File: src/rtl/rob_dispatch_pkg.sv
// Shared widths, type/state encodings and the decode-buffer entry layout for rob_dispatch.
// Mirrors the codebase globals so the dispatcher and its scoreboard agree on field sizes.
package rob_dispatch_pkg;

    localparam int DEST_ADDR_SIZE    = 5;
    localparam int INS_TYPE_SIZE     = 2;
    localparam int ROB_ID_SIZE       = 4;
    localparam int EXCEPTION_ID_SIZE = 4;
    localparam int INS_STATE_SIZE    = 1;
    localparam int REG_ADDR_SIZE     = 5;
    localparam int PRED_ADDR_SIZE    = 3;

    localparam logic [INS_TYPE_SIZE-1:0] INS_TYPE_NONE = 2'b00;
    localparam logic [INS_TYPE_SIZE-1:0] INS_TYPE_ST   = 2'b01;
    localparam logic [INS_TYPE_SIZE-1:0] INS_TYPE_REG  = 2'b10;
    localparam logic [INS_TYPE_SIZE-1:0] INS_TYPE_PRED = 2'b11;

    localparam logic [INS_STATE_SIZE-1:0] INS_STATE_PENDING  = 1'b0;
    localparam logic [INS_STATE_SIZE-1:0] INS_STATE_FINISHED = 1'b1;

    typedef struct packed {
        logic [DEST_ADDR_SIZE-1:0]    dest;
        logic [INS_TYPE_SIZE-1:0]     ins_type;
        logic [EXCEPTION_ID_SIZE-1:0] exception;
        logic [REG_ADDR_SIZE-1:0]     src_a;
        logic                         src_a_en;
        logic [REG_ADDR_SIZE-1:0]     src_b;
        logic                         src_b_en;
        logic [PRED_ADDR_SIZE-1:0]    src_pred;
        logic                         src_pred_en;
    } dec_entry_t;

    // Faulting or no-op instructions retire straight into the ROB without visiting EX.
    function automatic logic needs_ex(input logic [INS_TYPE_SIZE-1:0] ins_type,
                                      input logic [EXCEPTION_ID_SIZE-1:0] exception);
        return (ins_type != INS_TYPE_NONE) && (exception == '0);
    endfunction

endpackage

File: src/rtl/rob_dispatch_scoreboard.sv
// Register/predicate busy tracking with a 3-source + 1-destination hazard check.
// ROB_DISPATCH_WB_BYPASS_EN lets this cycle's writeback clear hide a hazard immediately.
module dispatch_scoreboard
    import rob_dispatch_pkg::*;
(
    input  logic                      clk,
    input  logic                      reset,
    input  logic                      set_reg_en,
    input  logic [REG_ADDR_SIZE-1:0]  set_reg_addr,
    input  logic                      set_pred_en,
    input  logic [PRED_ADDR_SIZE-1:0] set_pred_addr,
    input  logic                      clr_reg_en,
    input  logic [REG_ADDR_SIZE-1:0]  clr_reg_addr,
    input  logic                      clr_pred_en,
    input  logic [PRED_ADDR_SIZE-1:0] clr_pred_addr,
    input  logic [REG_ADDR_SIZE-1:0]  src_a,
    input  logic                      src_a_en,
    input  logic [REG_ADDR_SIZE-1:0]  src_b,
    input  logic                      src_b_en,
    input  logic [PRED_ADDR_SIZE-1:0] src_pred,
    input  logic                      src_pred_en,
    input  logic [REG_ADDR_SIZE-1:0]  dest_reg,
    input  logic                      dest_reg_en,
    input  logic [PRED_ADDR_SIZE-1:0] dest_pred,
    input  logic                      dest_pred_en,
    output logic                      hazard
);

    localparam int NUM_REG  = 1 << REG_ADDR_SIZE;
    localparam int NUM_PRED = 1 << PRED_ADDR_SIZE;

    logic [NUM_REG-1:0]  reg_busy;
    logic [NUM_REG-1:0]  reg_set_mask;
    logic [NUM_REG-1:0]  reg_clr_mask;
    logic [NUM_REG-1:0]  reg_view;
    logic [NUM_PRED-1:0] pred_busy;
    logic [NUM_PRED-1:0] pred_set_mask;
    logic [NUM_PRED-1:0] pred_clr_mask;
    logic [NUM_PRED-1:0] pred_view;

    always_comb begin
        reg_set_mask  = '0;
        reg_clr_mask  = '0;
        pred_set_mask = '0;
        pred_clr_mask = '0;
        if (set_reg_en)  reg_set_mask[set_reg_addr]   = 1'b1;
        if (clr_reg_en)  reg_clr_mask[clr_reg_addr]   = 1'b1;
        if (set_pred_en) pred_set_mask[set_pred_addr] = 1'b1;
        if (clr_pred_en) pred_clr_mask[clr_pred_addr] = 1'b1;
    end

`ifdef ROB_DISPATCH_WB_BYPASS_EN
    assign reg_view  = reg_busy & ~reg_clr_mask;
    assign pred_view = pred_busy & ~pred_clr_mask;
`else
    assign reg_view  = reg_busy;
    assign pred_view = pred_busy;
`endif

    assign hazard = (src_a_en     & reg_view[src_a])
                  | (src_b_en     & reg_view[src_b])
                  | (src_pred_en  & pred_view[src_pred])
                  | (dest_reg_en  & reg_view[dest_reg])
                  | (dest_pred_en & pred_view[dest_pred]);

    // Set is OR-ed after the clear so a same-cycle allocation keeps the bit busy.
    always_ff @(posedge clk or negedge reset) begin
        if (!reset) begin
            reg_busy  <= '0;
            pred_busy <= '0;
        end else begin
            reg_busy  <= (reg_busy & ~reg_clr_mask) | reg_set_mask;
            pred_busy <= (pred_busy & ~pred_clr_mask) | pred_set_mask;
        end
    end

endmodule

File: src/rtl/rob_dispatch.sv
// ID-stage dispatcher: decode skid FIFO, in-order ROB allocation, hazard stall, EX register.
// Optional ROB_DISPATCH_WB_BYPASS_EN (inside dispatch_scoreboard) fires dependents on the writeback cycle.
module rob_dispatch
    import rob_dispatch_pkg::*;
#(
    parameter int FIFO_DEPTH = 2
) (
    input  logic                         clk,
    input  logic                         reset,
    input  logic                         dec_valid,
    output logic                         dec_ready,
    input  logic [DEST_ADDR_SIZE-1:0]    dec_dest_addr,
    input  logic [INS_TYPE_SIZE-1:0]     dec_ins_type,
    input  logic [EXCEPTION_ID_SIZE-1:0] dec_exception,
    input  logic [REG_ADDR_SIZE-1:0]     dec_src_a,
    input  logic [REG_ADDR_SIZE-1:0]     dec_src_b,
    input  logic                         dec_src_a_en,
    input  logic                         dec_src_b_en,
    input  logic [PRED_ADDR_SIZE-1:0]    dec_src_pred,
    input  logic                         dec_src_pred_en,
    output logic                         add_rob_entry,
    output logic [DEST_ADDR_SIZE-1:0]    entry_dest_addr,
    output logic [INS_TYPE_SIZE-1:0]     entry_ins_type,
    output logic [EXCEPTION_ID_SIZE-1:0] entry_exception,
    output logic [INS_STATE_SIZE-1:0]    entry_ins_state,
    input  logic                         rob_full,
    input  logic [ROB_ID_SIZE-1:0]       add_entry_id,
    input  logic                         halt,
    input  logic                         wr_reg_en,
    input  logic [REG_ADDR_SIZE-1:0]     wr_reg_addr,
    input  logic                         wr_pred_en,
    input  logic [PRED_ADDR_SIZE-1:0]    wr_pred_addr,
    output logic                         ex_valid,
    input  logic                         ex_ready,
    output logic [ROB_ID_SIZE-1:0]       ex_rob_id,
    output logic [DEST_ADDR_SIZE-1:0]    ex_dest_addr,
    output logic [INS_TYPE_SIZE-1:0]     ex_ins_type
);

    localparam int AW = $clog2(FIFO_DEPTH);
    localparam int PW = AW + 1;

    dec_entry_t     fifo_mem [FIFO_DEPTH];
    dec_entry_t     dec_in_p0;
    dec_entry_t     head_p0;
    logic [PW-1:0]  wr_ptr;
    logic [PW-1:0]  rd_ptr;
    logic [PW-1:0]  fifo_count;
    logic           fifo_full;
    logic           fifo_empty;
    logic           halted;
    logic           push;
    logic           fire_p0;
    logic           needs_ex_p0;
    logic           hazard_p0;
    logic           ex_free;

    // Stage p0: decode capture and FIFO head evaluation
    assign dec_in_p0 = '{dest:        dec_dest_addr,
                         ins_type:    dec_ins_type,
                         exception:   dec_exception,
                         src_a:       dec_src_a,
                         src_a_en:    dec_src_a_en,
                         src_b:       dec_src_b,
                         src_b_en:    dec_src_b_en,
                         src_pred:    dec_src_pred,
                         src_pred_en: dec_src_pred_en};

    assign fifo_count = wr_ptr - rd_ptr;
    assign fifo_full  = (fifo_count == PW'(FIFO_DEPTH));
    assign fifo_empty = (wr_ptr == rd_ptr);
    assign dec_ready  = ~fifo_full & ~halted;
    assign push       = dec_valid & dec_ready;
    assign head_p0    = fifo_mem[rd_ptr[AW-1:0]];

    assign needs_ex_p0 = needs_ex(head_p0.ins_type, head_p0.exception);
    assign ex_free     = ~ex_valid | ex_ready;
    assign fire_p0     = ~fifo_empty & ~rob_full & ~halted & ~hazard_p0
                       & (~needs_ex_p0 | ex_free);

    assign add_rob_entry   = fire_p0;
    assign entry_dest_addr = head_p0.dest;
    assign entry_ins_type  = head_p0.ins_type;
    assign entry_exception = head_p0.exception;
    assign entry_ins_state = needs_ex_p0 ? INS_STATE_PENDING : INS_STATE_FINISHED;

    dispatch_scoreboard u_scoreboard (
        .clk           (clk),
        .reset         (reset),
        .set_reg_en    (fire_p0 & (head_p0.ins_type == INS_TYPE_REG)),
        .set_reg_addr  (head_p0.dest[REG_ADDR_SIZE-1:0]),
        .set_pred_en   (fire_p0 & (head_p0.ins_type == INS_TYPE_PRED)),
        .set_pred_addr (head_p0.dest[PRED_ADDR_SIZE-1:0]),
        .clr_reg_en    (wr_reg_en),
        .clr_reg_addr  (wr_reg_addr),
        .clr_pred_en   (wr_pred_en),
        .clr_pred_addr (wr_pred_addr),
        .src_a         (head_p0.src_a),
        .src_a_en      (head_p0.src_a_en),
        .src_b         (head_p0.src_b),
        .src_b_en      (head_p0.src_b_en),
        .src_pred      (head_p0.src_pred),
        .src_pred_en   (head_p0.src_pred_en),
        .dest_reg      (head_p0.dest[REG_ADDR_SIZE-1:0]),
        .dest_reg_en   (head_p0.ins_type == INS_TYPE_REG),
        .dest_pred     (head_p0.dest[PRED_ADDR_SIZE-1:0]),
        .dest_pred_en  (head_p0.ins_type == INS_TYPE_PRED),
        .hazard        (hazard_p0)
    );

    always_ff @(posedge clk) begin
        if (push) fifo_mem[wr_ptr[AW-1:0]] <= dec_in_p0;
    end

    always_ff @(posedge clk or negedge reset) begin
        if (!reset) begin
            wr_ptr <= '0;
            rd_ptr <= '0;
            halted <= 1'b0;
        end else begin
            if (push)    wr_ptr <= wr_ptr + PW'(1);
            if (fire_p0) rd_ptr <= rd_ptr + PW'(1);
            if (halt)    halted <= 1'b1;
        end
    end

    // Stage p1: EX output register
    always_ff @(posedge clk or negedge reset) begin
        if (!reset) begin
            ex_valid     <= 1'b0;
            ex_rob_id    <= '0;
            ex_dest_addr <= '0;
            ex_ins_type  <= '0;
        end else if (fire_p0 && needs_ex_p0) begin
            ex_valid     <= 1'b1;
            ex_rob_id    <= add_entry_id;
            ex_dest_addr <= head_p0.dest;
            ex_ins_type  <= head_p0.ins_type;
        end else if (ex_ready) begin
            ex_valid     <= 1'b0;
        end
    end

endmodule

File: config.mk
export PLATFORM = sky130hd
export DESIGN_NAME = rob_dispatch
export DESIGN_NICKNAME = d
export VERILOG_FILES = /design/src/rtl/rob_dispatch_pkg.sv /design/src/rtl/rob_dispatch_scoreboard.sv /design/src/rtl/rob_dispatch.sv
export SDC_FILE = /design/constraint.sdc
export NUM_CORES = 1
export LEC_CHECK = 0
export CAP_MARGIN = 20
export CORE_MARGIN = 5
export CORE_UTILIZATION = 25
export CTS_BUF_LIST = sky130_fd_sc_hd__clkbuf_8
export DETAILED_ROUTE_END_ITERATION = 6
export GPL_TIMING_DRIVEN = 0
export PLACE_DENSITY = 0.5
export RECOVER_POWER = 50
export SYNTH_ARGS = -nofsm -noshare
export SYNTH_HDL_FRONTEND = slang
export SYNTH_HIERARCHICAL = 1
export SYNTH_SLANG_ARGS = --single-unit
File: constraint.sdc
create_clock -name clk -period 9.56 [get_ports clk]
set_clock_uncertainty 0.1 [all_clocks]
set_input_delay 2.39 -clock clk [delete_from_list [all_inputs] [get_ports clk]]
set_output_delay 2.39 -clock clk [all_outputs]
set_load 0.01 [all_outputs]
* Word level (Yosys, flattened, before mapping)
Memory sizes are Yosys's and may differ from the RTL's.
Index checks and enable logic that the tools add are counted.
** Word-level totals
- Bits in registers :: 57
- Memory bits (writable) :: 54
- Input bits :: 47
- Output and inout port bits :: 26
- Word-level logic and storage cells :: 96
- Memories kept :: 1
** Memory list
- fifo_mem :: depth 2, bits a word 27, rd ports 1, clocked after Yosys merged registers in 0, write ports 1, RTL line rob_dispatch.sv:43 : dec_entry_t fifo_mem [FIFO_DEPTH];
** Cells by class
- Add/subtract/negate cells :: 3
- Order comparisons :: 11
- Eq/ne operators :: 4
- Mux-type cells :: 27
- Bitwise logic cells :: 32
- Reduce and logical (&&, ||, !) cells :: 9
** Operators by type and width (number)
- two-way mux 32 bit :: 2
- AND 32 bit :: 1
- inverter 32 bit :: 1
- bitwise OR 32 bit :: 1
- < comparator 5 x 6 -> 1 bit (second input constant) :: 4
- two-way mux 8 bit :: 2
- binary-select mux 1 bit (select 5 bit) :: 3
- two-way mux 1 bit :: 14
- AND 1 bit :: 13
- < comparator 3 x 4 -> 1 bit (second input constant) :: 3
- demux 1 bit (select 5 bit) :: 2
- greater-or-equal comparator 5 x 1 -> 1 bit (second input constant) :: 2
- AND 8 bit :: 1
- inverter 8 bit :: 1
- bitwise OR 8 bit :: 1
- inverter 1 bit :: 7
- binary-select mux 1 bit (select 3 bit) :: 2
- demux 1 bit (select 3 bit) :: 2
- equality test 2 bit (second input constant) :: 3
- greater-or-equal comparator 3 x 1 -> 1 bit (second input constant) :: 2
- logical AND 1 bit :: 6
- bitwise OR 1 bit :: 6
- adder 2 x 1 -> 2 bit (second input constant) :: 2
- zero test 4 bit :: 1
- other kinds (3) :: 4

* Longest topological paths before layout
Gate-level depths: netlist (run 1).
An unclocked memory read counts as a cell.
- Depth after elaboration :: 14
- Mapped depth :: 16

* Cells and area by module
The synthesis (run 1) kept the hierarchy.
** By module, submodules not included
- rob_dispatch :: instances 1, cells an instance 161, area an instance 2817.7 sq um, sequential area each 2047.0 sq um
- dispatch_scoreboard :: instances 1, cells an instance 235, area an instance 2648.8 sq um, sequential area each 1001.0 sq um

* Least setup slack after synthesis (run 1)
No wires, ideal clock.
- Path type :: input to output
- Start point :: input port rob_full
- End point :: output port add_rob_entry
- Arrival :: 2902 ps
- Required time :: 7070 ps
- Slack :: 4168 ps
- Cell stages on the path :: 3
- Buffers on the path :: 0
- Cells stage by stage :: nor3_1 -> o21ai_2 -> nor2_1
** On the way
- Word-level cells in the longest chain between the ends :: 5
** Ends and longest elaborated chain
- from (decl) :: RTL line rob_dispatch.sv:26 : input logic rob_full,
- inverter 1 bit :: RTL line rob_dispatch.sv:78 : assign fire_p0 = ~fifo_empty & ~rob_full & ~halted & ~hazard_p0
- AND 1 bit (3 in a row) :: RTL line rob_dispatch.sv:78
- AND 1 bit :: RTL line rob_dispatch.sv:79 : & (~needs_ex_p0 | ex_free);
- to (decl) :: RTL line rob_dispatch.sv:21 : output logic add_rob_entry,
Every way passes these cells.

==> flow_metrics.tcl, run 1 <==
set metrics [dict create \
    num-nets-final 527 \
    drtAntennaViolNets 0 \
    crit_family "buffers and inverters" \
    final.setup.tns_ns 0 \
    syn-num-nets 443 \
    violations "capacitance limit, slew limit" \
    die-area_mm2 0.02492 \
    synth-edff-count 54 \
    slowest_stage "mux4_2" \
    ys_seq_area_share_pct 55.76 \
    p_seq_share_pct 53.6 \
    cts_buffer_depth 2 \
    io_pins 73 \
    worst_path_most_repeated_cell "buf_2" \
    wl_met2_um 6513 \
    detail_route.iter0.violations 319 \
    timing.critical_path.buf_inv 5 \
    ctsResizeCount 0 \
    max-cap-violations 1 \
    finish.instance_area_mm2 0.006789 \
    routabilityCongestion 0.7805 \
    cpPeakStageDelay_ns 0.58 \
    dieHeight_um 157.9 \
    p_sw_share_pct 22.49 \
    portBuffers 72 \
    postSynthAreaPerCell_um2 13.80 \
    cts_max_level 3 \
    start_util_pct 25.20 \
    cts.sinks 111 \
    coreArea_mm2 0.02169 \
    power_frac_comb_pct 10.4 \
    yosys-top-cells-area "edfxtp_1, dfrtp_1, mux2_2" \
    dp_hpwl_um 10440 \
    arrival_ns 4.36 \
    ys_ff_latch 111 \
    yosysWarningCount 6 \
    crit_fanout 10 \
    die_x_um 157.9 \
    clk_latency_ns 0.39 \
    diodes 0 \
    wire_per_inst_um 18.90 \
    clkTransAtPathRegs_ns 0.10 \
    yosys.cell_types.count 46 \
    overflow 0 \
    cp_cell_sequence "buf_2 -> buf_2 -> buf_2 -> mux2_2 -> clkbuf_1 -> mux4_2 -> mux2i_1 -> a21oi_1 -> a31oi_1 -> nand4_1 -> nor3_1 -> o21ai_2 -> nor2_1 -> clkdlybuf4s50_1" \
    hold_ws_ns 0.4011 \
    hold_violations 0 \
    crit_type "register to output pin" \
    intPower_mw 0.7311 \
    cts_root_buf "clkbuf_8" \
    first_pass_iters 5 \
    tightest_slew_ns 1.796 \
    wl_um 14460 \
    setup_viol 0 \
    post-route-period-util_pct 71.69 \
    report.final.slew_viol_count 36 \
    wirelength_met1_um 6631 \
    fp-row-count 54 \
    crit_required_ns 7.07 \
    track_usage_pct 11.68 \
    drc_errors 0 \
    netlist.area_leader.share_pct 29.66 \
    placed_cell_area_mm2 0.006561 \
    async_reset_ff_share_pct 51.35 \
    startpoint_type "register" \
    dominantRegCellSynth "dfrtp_1" \
    power.total_mw 0.9432 \
    met3WireLength_um 1093 \
    cts_tree "built" \
    numCtsBuffers 9 \
    status "complete, but fails checks" \
    drive_above_1_share_pct 20.82 \
    rsz0062_at_grt "false" \
    power.leakage_nw 2.548 \
    syn_to_final_growth_pct 24.19 \
    p_per_area_mw_per_mm2 138.9 \
    hold_buffers 0 \
    grt_pass1_vias 3898 \
    synthCells 396 \
    top_layer "met5" \
    viasPerCell 4.928 \
    ir_drop_mv 0.05842 \
    vias 3770 \
    period_minus_slack_ns 6.853 \
    p_switching_mw 0.2121 \
    post_cts_buffers 0 \
    p_clk_share_pct 36.0 \
    grt_max_degree 36 \
    fmax_ghz 0.1459 \
    yosysMostFrequentCell "o21ai_0" \
    syn_area_mm2 0.005466 \
    netlist_top_cells_count "o21ai_0, dfrtp_1, edfxtp_1" \
    antenna_found_initial 1 \
    synth.largest_area_cell "edfxtp_1" \
    grt_pass1_wl_um 22210 \
    hold_class "register to register" \
    maxSlewHeadroom_pct -19.72 \
    crit_path_end_kind "output pin" \
]
==> layout make-up <==
type / instances / area [um2]
plain buffers: 27 / 173.9
clock buffers: 10 / 137.6
clock inverters: 6 / 108.9
fillers: 2140 / 14900
inverters: 3 / 11.26
multi-input cells: 255 / 2241
flip-flops and latches: 111 / 3048
well taps: 280 / 350.3
repair buffers: 73 / 718.2
==> cell families after synthesis <==
logic type | after synthesis | share of synthesized area (%)
muxes | 80 | 22.25
buffers and inverters | 30 | 3.387
and+or+nand+nor | 69 | 7.507
DFF | 111 | 55.76
xor gates and xnor gates | 6 | 0.9613
AOI/OAI and AO/OA | 100 | 10.14
==> power by group through the flow <==
| stage | Clock (mW) | Sequential, mW | Combinational [mW] |
|---|---|---|---|
| 4_1_cts | 0.350 | 0.506 | 0.102 |
| 6_report | 0.340 | 0.506 | 0.0976 |
| 2_1_floorplan | 0 | 0.515 | 0.0518 |
| 3_5_place_dp | 0 | 0.516 | 0.102 |
| 5_1_grt | 0.367 | 0.507 | 0.106 |
| 3_3_place_gp | 0 | 0.516 | 0.0997 |
==> cell usage in the layout (no fill, tap or decap), types with 3 or more instances in the layout <==
cell             count
nand3_1              5
clkdlybuf4s50_1     42
o211ai_1             3
or3b_1               3
mux4_2              19
clkbuf_1             7
xor2_1               4
mux2i_1             15
nand3b_1            11
buf_2                7
clkbuf_8            10
dlygate4sd3_1       29
nand2_1             12
buf_4               13
nor3_1               3
o31ai_1              4
bufinv_16            3
edfxtp_1            54
a21oi_1              5
inv_1                4
nor2_1               7
mux2_2              38
o21ai_1              6
o21ai_0             72
dfrtp_1             57
mux4_1               8
nand2b_1            10
==> routing by layer <==
metal / up-vias / track usage, %
met5: - / 0
met3: 17 / 3.116
met1: 1891 / 16.50
li1: 1699 / -
met2: 161 / 17.25
met4: 2 / 4.220
==> stage by stage <==
| stage | cells | worst slack, ns | util [%] |
|---|---|---|---|
| 4_1_cts | 765 | 2.600 | 31.39 |
| 3_3_place_gp | 748 | 3.113 | 30.14 |
| 6_report | 765 | 2.707 | 31.30 |
| 2_1_floorplan | 396 | 4.168 | - |
| 3_5_place_dp | 749 | 3.080 | 30.25 |
| 5_1_grt | 765 | 2.398 | 31.30 |
==> flip-flops by register name, indices dropped and copies added, names as in the netlist <==
register and cells:
u_scoreboard/reg_busy 32, ex_ins_type 2, wr_ptr 2, rd_ptr 2
fifo_mem 54, ex_dest_addr 5, u_scoreboard/pred_busy 8, ex_rob_id 4
ex_valid 1, halted 1
==> worst paths after layout <==
check,depth (start not counted),endpoint,slack [ns],from
setup / recovery,14,add_rob_entry,2.71,rd_ptr[0]$_DFFE_PN0P_
hold reg to reg,1,wr_ptr[1]$_DFFE_PN0P_,0.40,wr_ptr[1]$_DFFE_PN0P_
hold / removal,1,wr_ptr[1]$_DFFE_PN0P_,0.40,wr_ptr[1]$_DFFE_PN0P_
min in group asynchronous,1,halted$_DFFE_PN0P_,2.17,reset
max in group asynchronous,2,u_scoreboard/reg_busy[17]$_DFF_PN0_,4.90,reset
setup reg to reg,16,u_scoreboard/reg_busy[16]$_DFF_PN0_,4.48,rd_ptr[0]$_DFFE_PN0P_
Note: power is estimated with default switching activity, not from simulation.
==> run 2, diff against run 1 <==
- PLACE_DENSITY: 0.5 -> 0.51
- clock period: 9.56 -> 6.26 ns (I/O delays scaled with it)
==> flow_metrics.tcl, run 2 (synthesis gave the netlist of run 1 again) <==
set metrics [dict create \
    slowest_stage "clkdlybuf4s50_1" \
    viasPerCell 4.861 \
    layout_commonest_cell "o21ai_0" \
    ir_drop_mv 0.08033 \
    multi_input_area_mm2 0.002245 \
    max-cap-violations 1 \
    portBuffers 72 \
    hold_buffers 0 \
    cpPeakStageDelay_ns 0.55 \
    ctsResizeCount 0 \
    cts_buffer_depth 2 \
    cp_cell_sequence "buf_2 -> clkbuf_4 -> clkbuf_4 -> mux2_2 -> buf_6 -> mux4_1 -> mux2i_1 -> mux4_2 -> nand2b_1 -> nand4_1 -> nor3_1 -> o21ai_2 -> nor2_1 -> clkdlybuf4s50_1" \
    wire_per_inst_um 18.71 \
    fmax_ghz 0.1716 \
    num-fill-cells 2164 \
    dieHeight_um 157.9 \
    clk_latency_ns 0.38 \
    num-nets-final 524 \
    detail_route.iter0.violations 226 \
    grt_max_degree 44 \
    period_minus_slack_ns 5.827 \
    maxSlewHeadroom_pct -52.36 \
    largest_reg_flops 54 \
    routabilityCongestion 0.8273 \
    diodes 0 \
    post_cts_buffers 0 \
    pre_cts_slack_ns 0.5607 \
    cts_root_buf "clkbuf_8" \
    overflow 0 \
    drive_above_1_share_pct 20.95 \
    final.setup.tns_ns 0 \
    power.leakage_nw 2.533 \
    crit_required_ns 4.60 \
    drtAntennaViolNets 0 \
    dp_hpwl_um 10410 \
    hold_class "register to register" \
    start_util_pct 25.20 \
    die_x_um 157.9 \
    post-route-period-util_pct 93.09 \
    violations "capacitance limit, slew limit" \
    coreArea_mm2 0.02169 \
    crit_path_end_kind "output pin" \
    rsz0062_at_grt "false" \
    crit_fanout 10 \
    arrival_ns 4.16 \
    antenna_found_initial 1 \
    syn_to_final_growth_pct 23.23 \
    setup_viol 0 \
    cts_tree "built" \
    worst_slack_ns 0.4327 \
    status "complete, but fails checks" \
    final_cell_mix "o21ai_0, dfrtp_1, edfxtp_1" \
    wl_um 14260 \
    clkTransAtPathRegs_ns 0.10 \
    cts_max_level 3 \
    report.final.slew_viol_count 44 \
    grt_pass1_vias 3877 \
    crit_type "register to output pin" \
    startpoint_type "register" \
    postLayoutCoreUtil_pct 31.06 \
    worst_path_most_repeated_cell "clkbuf_4" \
    fp-row-count 54 \
    io_pins 73 \
    tightest_slew_ns 2.285 \
    vias 3704 \
    die-area_mm2 0.02492 \
    p_per_area_mw_per_mm2 201.4 \
    first_pass_iters 5 \
    seq_area_mm2 0.003048 \
    power.total_mw 1.356 \
    drc_errors 0 \
    cts.sinks 111 \
    grt_pass1_wl_um 22140 \
    numCtsBuffers 9 \
    track_usage_pct 11.70 \
    hold_violations 0 \
]
run 2: final cells by class:
type / instances / area share, %
tap: 280 / 5.201
clock inverter: 7 / 1.077
multi-input combinational: 255 / 33.32
clock buffer: 9 / 1.839
sequential: 111 / 45.25
timing repair buffer: 73 / 10.66
inverter: 3 / 0.1672
buffer: 24 / 2.489
run 2: stage by stage:
| stage | instances | hold WS, ns | cell area, um2 |
|---|---|---|---|
| floorplan | 396 | 0.3604 | 5466 |
| global placement | 748 | 0.3746 | 6538 |
| detailed placement | 749 | 0.3784 | 6561 |
| CTS | 765 | 0.3944 | 6758 |
| global route | 762 | 0.4297 | 6736 |
| finish | 762 | 0.3899 | 6736 |
run 2: path summary, 6_finish.rpt:
| check | from | slack (ns) | cells after the start | endpoint |
|---|---|---|---|---|
| setup / recovery | rd_ptr[0]$_DFFE_PN0P_ | 0.43 | 14 | add_rob_entry |
| hold / removal | wr_ptr[1]$_DFFE_PN0P_ | 0.39 | 1 | wr_ptr[1]$_DFFE_PN0P_ |
| setup reg to reg | rd_ptr[0]$_DFFE_PN0P_ | 1.42 | 16 | u_scoreboard/reg_busy[16]$_DFF_PN0_ |
| hold reg to reg | wr_ptr[1]$_DFFE_PN0P_ | 0.39 | 1 | wr_ptr[1]$_DFFE_PN0P_ |
| max in group asynchronous | reset | 2.29 | 2 | u_scoreboard/reg_busy[25]$_DFF_PN0_ |
| min in group asynchronous | reset | 1.15 | 1 | wr_ptr[0]$_DFFE_PN0P_ |
run 2: worst max-delay path, delay by kind of cell (launching register included):
| kind | cells | cell delay, ns |
|---|---|---|
| buf+inv | 5 | 1.40 |
| compound gates | 1 | 0.16 |
| flops | 1 | 0.34 |
| mux | 4 | 1.27 |
| simple gates | 4 | 0.63 |
run 2: power by group:
| group | leakage [nW] | internal (mW) | switching (mW) | total (mW) |
|---|---|---|---|---|
| combinational | 1.16 | 0.0736 | 0.0760 | 0.150 |
| clock | 0.101 | 0.186 | 0.248 | 0.434 |
| sequential | 1.27 | 0.768 | 0.00405 | 0.772 |
| total | 2.53 | 1.03 | 0.328 | 1.36 |
run 2: layer usage:
metal	track usage [%]	vias up	part of all wire (%)	wire (um)
met1	15.16	1850	43	6176
met5	0	-	0.084	12
met4	2.335	2	1.1	151
met3	3.062	11	6.6	942
li1	-	1692	-	-
met2	19.88	149	49	6975
